$ cat config.mk
export PLATFORM = sky130hd
export DESIGN_NAME = pipeline_hazard_ctrl_flat
export DESIGN_NICKNAME = d
export VERILOG_FILES = /design/src/rtl/hazard_pkg.sv /design/src/rtl/pipeline_hazard_ctrl_if.sv /design/src/rtl/hazard_match.sv /design/src/rtl/pipeline_hazard_ctrl.sv /design/src/flat_wrapper.sv
export SDC_FILE = /design/constraint.sdc
export NUM_CORES = 1
export LEC_CHECK = 0
export CORE_ASPECT_RATIO = 0.75
export CORE_UTILIZATION = 25
export CTS_BUF_LIST = sky130_fd_sc_hd__clkbuf_2 sky130_fd_sc_hd__clkbuf_4 sky130_fd_sc_hd__clkbuf_8
export CTS_CLUSTER_DIAMETER = 40
export DETAILED_ROUTE_END_ITERATION = 8
export GPL_TIMING_DRIVEN = 0
export PLACE_DENSITY = 0.52
export SLEW_MARGIN = 20
export SYNTH_ARGS = -nofsm -noshare
export SYNTH_HDL_FRONTEND = slang
export SYNTH_SLANG_ARGS = --single-unit
$ cat constraint.sdc
create_clock -name CLK -period 2 [get_ports CLK]
set_input_delay 0.4 -clock CLK [delete_from_list [all_inputs] [get_ports CLK]]
set_output_delay 0.4 -clock CLK [all_outputs]
set_load 0.02 [all_outputs]
$ cat src/rtl/hazard_pkg.sv
// Shared types and constants for the 5-stage pipeline hazard controller.
package hazard_pkg;

    typedef enum logic [0:0] {
        RUN      = 1'b0,
        LU_STALL = 1'b1
    } hz_state_t;

    typedef enum logic [2:0] {
        EV_NONE     = 3'd0,
        EV_MEMWAIT  = 3'd1,
        EV_REDIRECT = 3'd2,
        EV_LOADUSE  = 3'd3,
        EV_RAWSTALL = 3'd4,
        EV_IMISS    = 3'd5
    } hz_event_t;

    localparam int unsigned IFID   = 0;
    localparam int unsigned IDEX   = 1;
    localparam int unsigned EXMEM  = 2;
    localparam int unsigned MEMWB  = 3;
    localparam int unsigned NLATCH = 4;

    // Bubble mask covering latches 0..depth-1.
    function automatic logic [NLATCH-1:0] front_mask(input int unsigned depth);
        logic [NLATCH-1:0] m;
        m = '0;
        for (int unsigned i = 0; i < NLATCH; i++) begin
            if (i < depth) m[i] = 1'b1;
        end
        return m;
    endfunction

endpackage

$ cat src/rtl/pipeline_hazard_ctrl_if.sv
// Hazard-controller bundle: pipeline status in, latch/PC enables and stall counter out.
interface pipeline_hazard_ctrl_if #(
    parameter int unsigned REGW = 5,
    parameter int unsigned CNTW = 32
);
    logic [REGW-1:0] ifid_rs;
    logic [REGW-1:0] ifid_rt;
    logic            ifid_use_rs;
    logic            ifid_use_rt;
    logic [REGW-1:0] idex_wsel;
    logic            idex_regwen;
    logic            idex_memread;
    logic [REGW-1:0] exmem_wsel;
    logic            exmem_regwen;
    logic            dmem_req;
    logic            dhit;
    logic            ihit;
    logic            redirect;
    logic            pc_en;
    logic [3:0]      stall;
    logic [3:0]      flush;
    logic [CNTW-1:0] stall_cnt;

    modport master (
        output ifid_rs, ifid_rt, ifid_use_rs, ifid_use_rt,
        output idex_wsel, idex_regwen, idex_memread,
        output exmem_wsel, exmem_regwen,
        output dmem_req, dhit, ihit, redirect,
        input  pc_en, stall, flush, stall_cnt
    );

    modport slave (
        input  ifid_rs, ifid_rt, ifid_use_rs, ifid_use_rt,
        input  idex_wsel, idex_regwen, idex_memread,
        input  exmem_wsel, exmem_regwen,
        input  dmem_req, dhit, ihit, redirect,
        output pc_en, stall, flush, stall_cnt
    );
endinterface

$ cat src/rtl/hazard_match.sv
// Source-vs-destination register match, gated by use flags, write enable and $0.
module hazard_match #(
    parameter int unsigned REGW = 5
) (
    input  logic [REGW-1:0] rs,
    input  logic [REGW-1:0] rt,
    input  logic            use_rs,
    input  logic            use_rt,
    input  logic [REGW-1:0] wsel,
    input  logic            wen,
    output logic            hit
);
    always_comb begin
        hit = 1'b0;
        if (wen && (wsel != '0)) begin
            hit = (use_rs && (rs == wsel)) || (use_rt && (rt == wsel));
        end
    end
endmodule

$ cat src/rtl/pipeline_hazard_ctrl.sv
// Arbitrated hazard controller: priority-encoded events drive latch stall/flush and PC enable,
// with a load-use FSM, a pending-redirect register and a saturating stall counter.
module pipeline_hazard_ctrl
    import hazard_pkg::*;
#(
    parameter int unsigned LOAD_USE_CYCLES = 1,
    parameter int unsigned FLUSH_DEPTH     = 2,
    parameter int unsigned FWD_EN          = 1,
    parameter int unsigned REGW            = 5,
    parameter int unsigned CNTW            = 32
) (
    input logic                    CLK,
    input logic                    RST,
    pipeline_hazard_ctrl_if.slave  hz
);
    localparam logic [2:0]        LU_LOAD    = 3'(LOAD_USE_CYCLES - 1);
    localparam logic [NLATCH-1:0] REDIR_MASK = front_mask(FLUSH_DEPTH);

    hz_state_t       state_q, state_d;
    logic [2:0]      cnt_q, cnt_d;
    logic            pend_q, pend_d;
    logic [CNTW-1:0] stall_cnt_q, stall_cnt_d;

    logic            hit_ex, hit_mem;
    logic            memwait, redir, loaduse, rawstall;
    hz_event_t       ev;
    logic            pc_en_o;
    logic [3:0]      stall_o, flush_o;

    hazard_match #(.REGW(REGW)) u_match_ex (
        .rs     (hz.ifid_rs),
        .rt     (hz.ifid_rt),
        .use_rs (hz.ifid_use_rs),
        .use_rt (hz.ifid_use_rt),
        .wsel   (hz.idex_wsel),
        .wen    (hz.idex_regwen),
        .hit    (hit_ex)
    );

    hazard_match #(.REGW(REGW)) u_match_mem (
        .rs     (hz.ifid_rs),
        .rt     (hz.ifid_rt),
        .use_rs (hz.ifid_use_rs),
        .use_rt (hz.ifid_use_rt),
        .wsel   (hz.exmem_wsel),
        .wen    (hz.exmem_regwen),
        .hit    (hit_mem)
    );

    always_comb begin
        memwait  = hz.dmem_req && !hz.dhit;
        redir    = hz.redirect || pend_q;
        loaduse  = (hz.idex_memread && hit_ex) || (state_q == LU_STALL);
        rawstall = (FWD_EN == 0) && (hit_ex || hit_mem);

        ev = EV_NONE;
        if (memwait)       ev = EV_MEMWAIT;
        else if (redir)    ev = EV_REDIRECT;
        else if (loaduse)  ev = EV_LOADUSE;
        else if (rawstall) ev = EV_RAWSTALL;
        else if (!hz.ihit) ev = EV_IMISS;
    end

    always_comb begin
        pc_en_o = 1'b1;
        stall_o = '0;
        flush_o = '0;
        if (RST) begin
            pc_en_o = 1'b0;
            flush_o = '1;
        end else begin
            unique case (ev)
                EV_MEMWAIT: begin
                    pc_en_o        = 1'b0;
                    stall_o[IFID]  = 1'b1;
                    stall_o[IDEX]  = 1'b1;
                    stall_o[EXMEM] = 1'b1;
                    flush_o[MEMWB] = 1'b1;
                end
                EV_REDIRECT: flush_o = REDIR_MASK;
                EV_LOADUSE, EV_RAWSTALL: begin
                    pc_en_o       = 1'b0;
                    stall_o[IFID] = 1'b1;
                    flush_o[IDEX] = 1'b1;
                end
                EV_IMISS: begin
                    pc_en_o       = 1'b0;
                    flush_o[IFID] = 1'b1;
                end
                default: ;
            endcase
        end
    end

    // MEMWAIT freezes the load-use sequence so the bubble total is unaffected by waits.
    always_comb begin
        state_d = state_q;
        cnt_d   = cnt_q;
        pend_d  = pend_q;
        unique case (ev)
            EV_MEMWAIT: pend_d = pend_q | hz.redirect;
            EV_REDIRECT: begin
                state_d = RUN;
                cnt_d   = '0;
                pend_d  = 1'b0;
            end
            EV_LOADUSE: begin
                if (state_q == LU_STALL) begin
                    cnt_d = cnt_q - 3'd1;
                    if (cnt_q == 3'd1) state_d = RUN;
                end else if (LOAD_USE_CYCLES > 1) begin
                    state_d = LU_STALL;
                    cnt_d   = LU_LOAD;
                end
            end
            default: ;
        endcase

        stall_cnt_d = stall_cnt_q;
        if (!pc_en_o && (stall_cnt_q != '1)) stall_cnt_d = stall_cnt_q + CNTW'(1);
    end

    always_ff @(posedge CLK) begin
        if (RST) begin
            state_q     <= RUN;
            cnt_q       <= '0;
            pend_q      <= 1'b0;
            stall_cnt_q <= '0;
        end else begin
            state_q     <= state_d;
            cnt_q       <= cnt_d;
            pend_q      <= pend_d;
            stall_cnt_q <= stall_cnt_d;
        end
    end

    assign hz.pc_en     = pc_en_o;
    assign hz.stall     = stall_o;
    assign hz.flush     = flush_o;
    assign hz.stall_cnt = stall_cnt_q;

endmodule

$ cat src/flat_wrapper.sv
// flat-port wrapper written by rule: the top's interface ports become plain ports
module pipeline_hazard_ctrl_flat import hazard_pkg::*;
#(
    parameter int unsigned LOAD_USE_CYCLES = 1,
    parameter int unsigned FLUSH_DEPTH     = 2,
    parameter int unsigned FWD_EN          = 1,
    parameter int unsigned REGW            = 5,
    parameter int unsigned CNTW            = 32
)
  (CLK, RST, hz_ifid_rs, hz_ifid_rt, hz_ifid_use_rs, hz_ifid_use_rt, hz_idex_wsel, hz_idex_regwen, hz_idex_memread, hz_exmem_wsel, hz_exmem_regwen, hz_dmem_req, hz_dhit, hz_ihit, hz_redirect, hz_pc_en, hz_stall, hz_flush, hz_stall_cnt);
  pipeline_hazard_ctrl_if #(.REGW(REGW), .CNTW(CNTW)) hz_i ();
  input logic CLK;
  input logic RST;
  input wire logic [$bits(hz_i.ifid_rs)-1:0] hz_ifid_rs;
  input wire logic [$bits(hz_i.ifid_rt)-1:0] hz_ifid_rt;
  input wire logic [$bits(hz_i.ifid_use_rs)-1:0] hz_ifid_use_rs;
  input wire logic [$bits(hz_i.ifid_use_rt)-1:0] hz_ifid_use_rt;
  input wire logic [$bits(hz_i.idex_wsel)-1:0] hz_idex_wsel;
  input wire logic [$bits(hz_i.idex_regwen)-1:0] hz_idex_regwen;
  input wire logic [$bits(hz_i.idex_memread)-1:0] hz_idex_memread;
  input wire logic [$bits(hz_i.exmem_wsel)-1:0] hz_exmem_wsel;
  input wire logic [$bits(hz_i.exmem_regwen)-1:0] hz_exmem_regwen;
  input wire logic [$bits(hz_i.dmem_req)-1:0] hz_dmem_req;
  input wire logic [$bits(hz_i.dhit)-1:0] hz_dhit;
  input wire logic [$bits(hz_i.ihit)-1:0] hz_ihit;
  input wire logic [$bits(hz_i.redirect)-1:0] hz_redirect;
  output wire logic [$bits(hz_i.pc_en)-1:0] hz_pc_en;
  output wire logic [$bits(hz_i.stall)-1:0] hz_stall;
  output wire logic [$bits(hz_i.flush)-1:0] hz_flush;
  output wire logic [$bits(hz_i.stall_cnt)-1:0] hz_stall_cnt;
  assign hz_i.ifid_rs = hz_ifid_rs;
  assign hz_i.ifid_rt = hz_ifid_rt;
  assign hz_i.ifid_use_rs = hz_ifid_use_rs;
  assign hz_i.ifid_use_rt = hz_ifid_use_rt;
  assign hz_i.idex_wsel = hz_idex_wsel;
  assign hz_i.idex_regwen = hz_idex_regwen;
  assign hz_i.idex_memread = hz_idex_memread;
  assign hz_i.exmem_wsel = hz_exmem_wsel;
  assign hz_i.exmem_regwen = hz_exmem_regwen;
  assign hz_i.dmem_req = hz_dmem_req;
  assign hz_i.dhit = hz_dhit;
  assign hz_i.ihit = hz_ihit;
  assign hz_i.redirect = hz_redirect;
  assign hz_pc_en = hz_i.pc_en;
  assign hz_stall = hz_i.stall;
  assign hz_flush = hz_i.flush;
  assign hz_stall_cnt = hz_i.stall_cnt;
  pipeline_hazard_ctrl #(.LOAD_USE_CYCLES(LOAD_USE_CYCLES), .FLUSH_DEPTH(FLUSH_DEPTH), .FWD_EN(FWD_EN), .REGW(REGW), .CNTW(CNTW)) u_core (.CLK(CLK), .RST(RST), .hz(hz_i));
endmodule
==> results.cfg <==
[run_status]
outcome = finished, violations left
violations = DRC, setup timing

[logic_synthesis]
syn_area_mm2 = 0.00225
ys_top_cells_by_count = 37 x dfxtp_1, 27 x a21oi_1, 20 x nand2_1, 20 x nor2_1
synthArstFlopShare_pct = 0
syn_nets = 307
synthCells = 273
synth.distinct_cells = 48
syn_avg_cell_area_um2 = 8.26
synth_area_leaders = dfxtp_1 33%, a21oi_1 6.0%, o31ai_1 6.0%
synth-seq-cells = 37
synth-simple-area-share_pct = 31.8
synth-compound-area-share_pct = 18.9
seq_area_frac_synth_pct = 32.9
synth_edf_count = 0
synth_top_area_share_pct = 32.9
yosys_warnings = 0
synthFlopType = dfxtp_1
yosys.area_share.xor_xnor_pct = 3.88
synth_top_family_by_area = simple AND/OR/NAND/NOR gates
synth_top_area_cell = dfxtp_1
synthMuxAreaShare_pct = 4.00
synthAdderAreaFrac_pct = 1.66
synth.most_common_cell = dfxtp_1

[detailed_routing]
via_per_inst = 5.17
first_pass_iters = 6
drt_iter0_drc = 102
wl_per_cell_um = 16.9
drt_wl_total_um = 8330
postRouteAntennaNets = 0
drc = 2
vias = 2552

[sta]
finClkSkew_ns = 0.00943
worst_pin_slew_ns = 0.670
finalCriticalPeriod_ns = 2.12
setup_slack_ns = -0.123
max_freq_mhz = 471
min_period_over_period_pct = 106
drv_slew = 0
rsz0062_at_grt = yes
setup_viol = 28
hold_violations = 0
relSlewSlack_pct = 55.3
tns_ns = -1.64

[setup_path]
crit_path_start_kind = flip-flop
cp-end-kind = output pin
ff2ff_path_depth = 9
arrival_ns = 1.72
crit_fanout = 3
r2r_setup_slack_ns = -0.11
r2r_end = u_core.hz.stall_cnt[2]
r2r_start = u_core.pend_q
criticalPathCategory = flip-flop to output pin
cp.required_ns = 1.60

[placement]
dpl_cell_area_mm2 = 0.00314
port_buffers = 64
post-dp-hpwl_um = 5240
place_congestion = 0.775

[cells_and_area]
drive_above_1_share_pct = 49.5
antenna_cells = 0
nets = 419
final_cell_area_mm2 = 0.00413
area_delta_synth_final_pct = 83.1

[clock_tree]
clk_latency_ns = 0.30
cts.htree.levels = 2
ctsRootBufferMaster = clkbuf_8
clk_path_buf_depth = 2
cts.sinks = 37
clk_pin_slew_ns = 0.07
cts_buffers = 5
cts_tree = done

[floorplan]
dieArea_mm2 = 0.00941
core_mm2 = 0.00860
ioPinCount = 72
rows = 29
initial_core_util_pct = 26.2
die_w_um = 112
die-height_um = 84.2

[pwr]
vdd_drop_max_v = 0.000229
total_power_mw = 1.71
p_per_area_mw_per_mm2 = 414
p_leak_nw = 1.52

[grt]
grt_pass1_vias = 2373
grt_start_max_net_pins = 20
grt-ovfl-total = 0
grt_pass1_wl_um = 12800
grt.total_usage_pct = 17.3
antenna_found_initial = 0

[worst_hold_path]
hp-class = flip-flop to flip-flop
hold_start = u_core.cnt_q[1]
worst_hold_path.num_cells = 2
whs_endpoint = u_core.cnt_q[1]

[flow_run]
maxCapViolations = 0
state kept, by name, indices dropped and copies added, names as in the netlist:
| name | flops |
|---|---|
| u_core.hz.stall_cnt | 32 |
| u_core.pend_q | 1 |
| u_core.cnt_q | 3 |
| u_core.state_q | 1 |
metrics by stage:
| stage | std cells | util, % | hold WS (ns) | worst slack (ns) |
|---|---|---|---|---|
| floorplan | 273 | - | 0.454 | -0.0500 |
| global placement | 445 | 36.5 | 0.474 | -1.34 |
| detailed placement | 445 | 36.5 | 0.479 | -1.36 |
| CTS | 479 | 43.3 | 0.494 | -0.225 |
| global route | 494 | 48.0 | 0.516 | -0.182 |
| finish | 494 | 48.0 | 0.494 | -0.123 |
power by group:
| group | leakage, nW | internal [mW] | switching (mW) |
|---|---|---|---|
| sequential | 0.312 | 0.728 | 0.00869 |
| clock | 0.0523 | 0.309 | 0.293 |
| combinational | 1.16 | 0.179 | 0.191 |
placed cells by master, fill, tap and decap left out, drive strengths merged, types with 4 or more instances in the layout:
| master | Yosys | layout |
|---|---|---|
| mux2 | 8 | 8 |
| nand2 | 20 | 20 |
| o31ai | 18 | 18 |
| and4 | 5 | 5 |
| dlygate4sd2 | 0 | 5 |
| dlymetal6s2s | 0 | 4 |
| nor3 | 4 | 4 |
| nor2b | 10 | 10 |
| o21ai | 7 | 7 |
| nor4 | 9 | 9 |
| buf | 18 | 73 |
| clkbuf | 4 | 16 |
| clkdlybuf4s50 | 0 | 33 |
| nand4 | 10 | 10 |
| or4 | 18 | 18 |
| nand3 | 10 | 10 |
| xnor2 | 10 | 10 |
| inv | 7 | 7 |
| a21oi | 27 | 27 |
| dfxtp | 37 | 37 |
| nor2 | 20 | 20 |
| or3 | 5 | 5 |
metal layers:
| layer | global-route usage (%) | part of all wire (%) |
|---|---|---|
| met1 | 25.1 | 49 |
| met2 | 26.3 | 45 |
| met3 | 3.75 | 5.6 |
| met4 | 3.32 | 0.58 |
| met5 | 0 | 0 |
critical path, stage by stage, from the launching register on:
cell	delay, ns
dfxtp_2	0.32
or2_4	0.26
o211ai_4	0.16
a41o_1	0.13
o21a_4	0.17
inv_6	0.04
buf_12	0.12
buf_8	0.11
buf_6	0.12
layout make-up:
type / count / area [um2]
tap: 108 / 135
sequential: 37 / 793
clock buffer: 8 / 97.6
buffer: 17 / 244
fill: 822 / 4470
timing repair buffer: 110 / 1050
multi-input combinational: 207 / 1780
inverter: 7 / 31.3
kinds of logic after synthesis:
group	Yosys count
compound gates	65
xor+xnor	10
fa+ha+maj	3
buf+inv	29
flops	37
mux	8
other cells	1
simple gates	120
repair_timing:
item / in CTS / in global routing
endpoints found under the hold margin: 0 / 0
setup endpoints to repair: 43 / 36
setup buffers: 26 / 16
gates cloned: 2 / 2
hold buffers: 0 / 0
gates resized for setup: 147 / 80
pin swaps: 30 / 38
worst max-delay path by stage:
stage	start	end	slack, ns
after floorplan	hz_redirect	u_core.hz.stall_cnt[12]	-0.05
after global placement	RST	hz_stall[2]	-1.34
after detailed placement	RST	hz_stall[2]	-1.36
after CTS	u_core.pend_q	hz_pc_en	-0.23
after global routing	u_core.hz.stall_cnt[3]	u_core.hz.stall_cnt[24]	-0.18
final	u_core.pend_q	hz_pc_en	-0.12
Note: power is estimated with default switching activity, not from simulation.
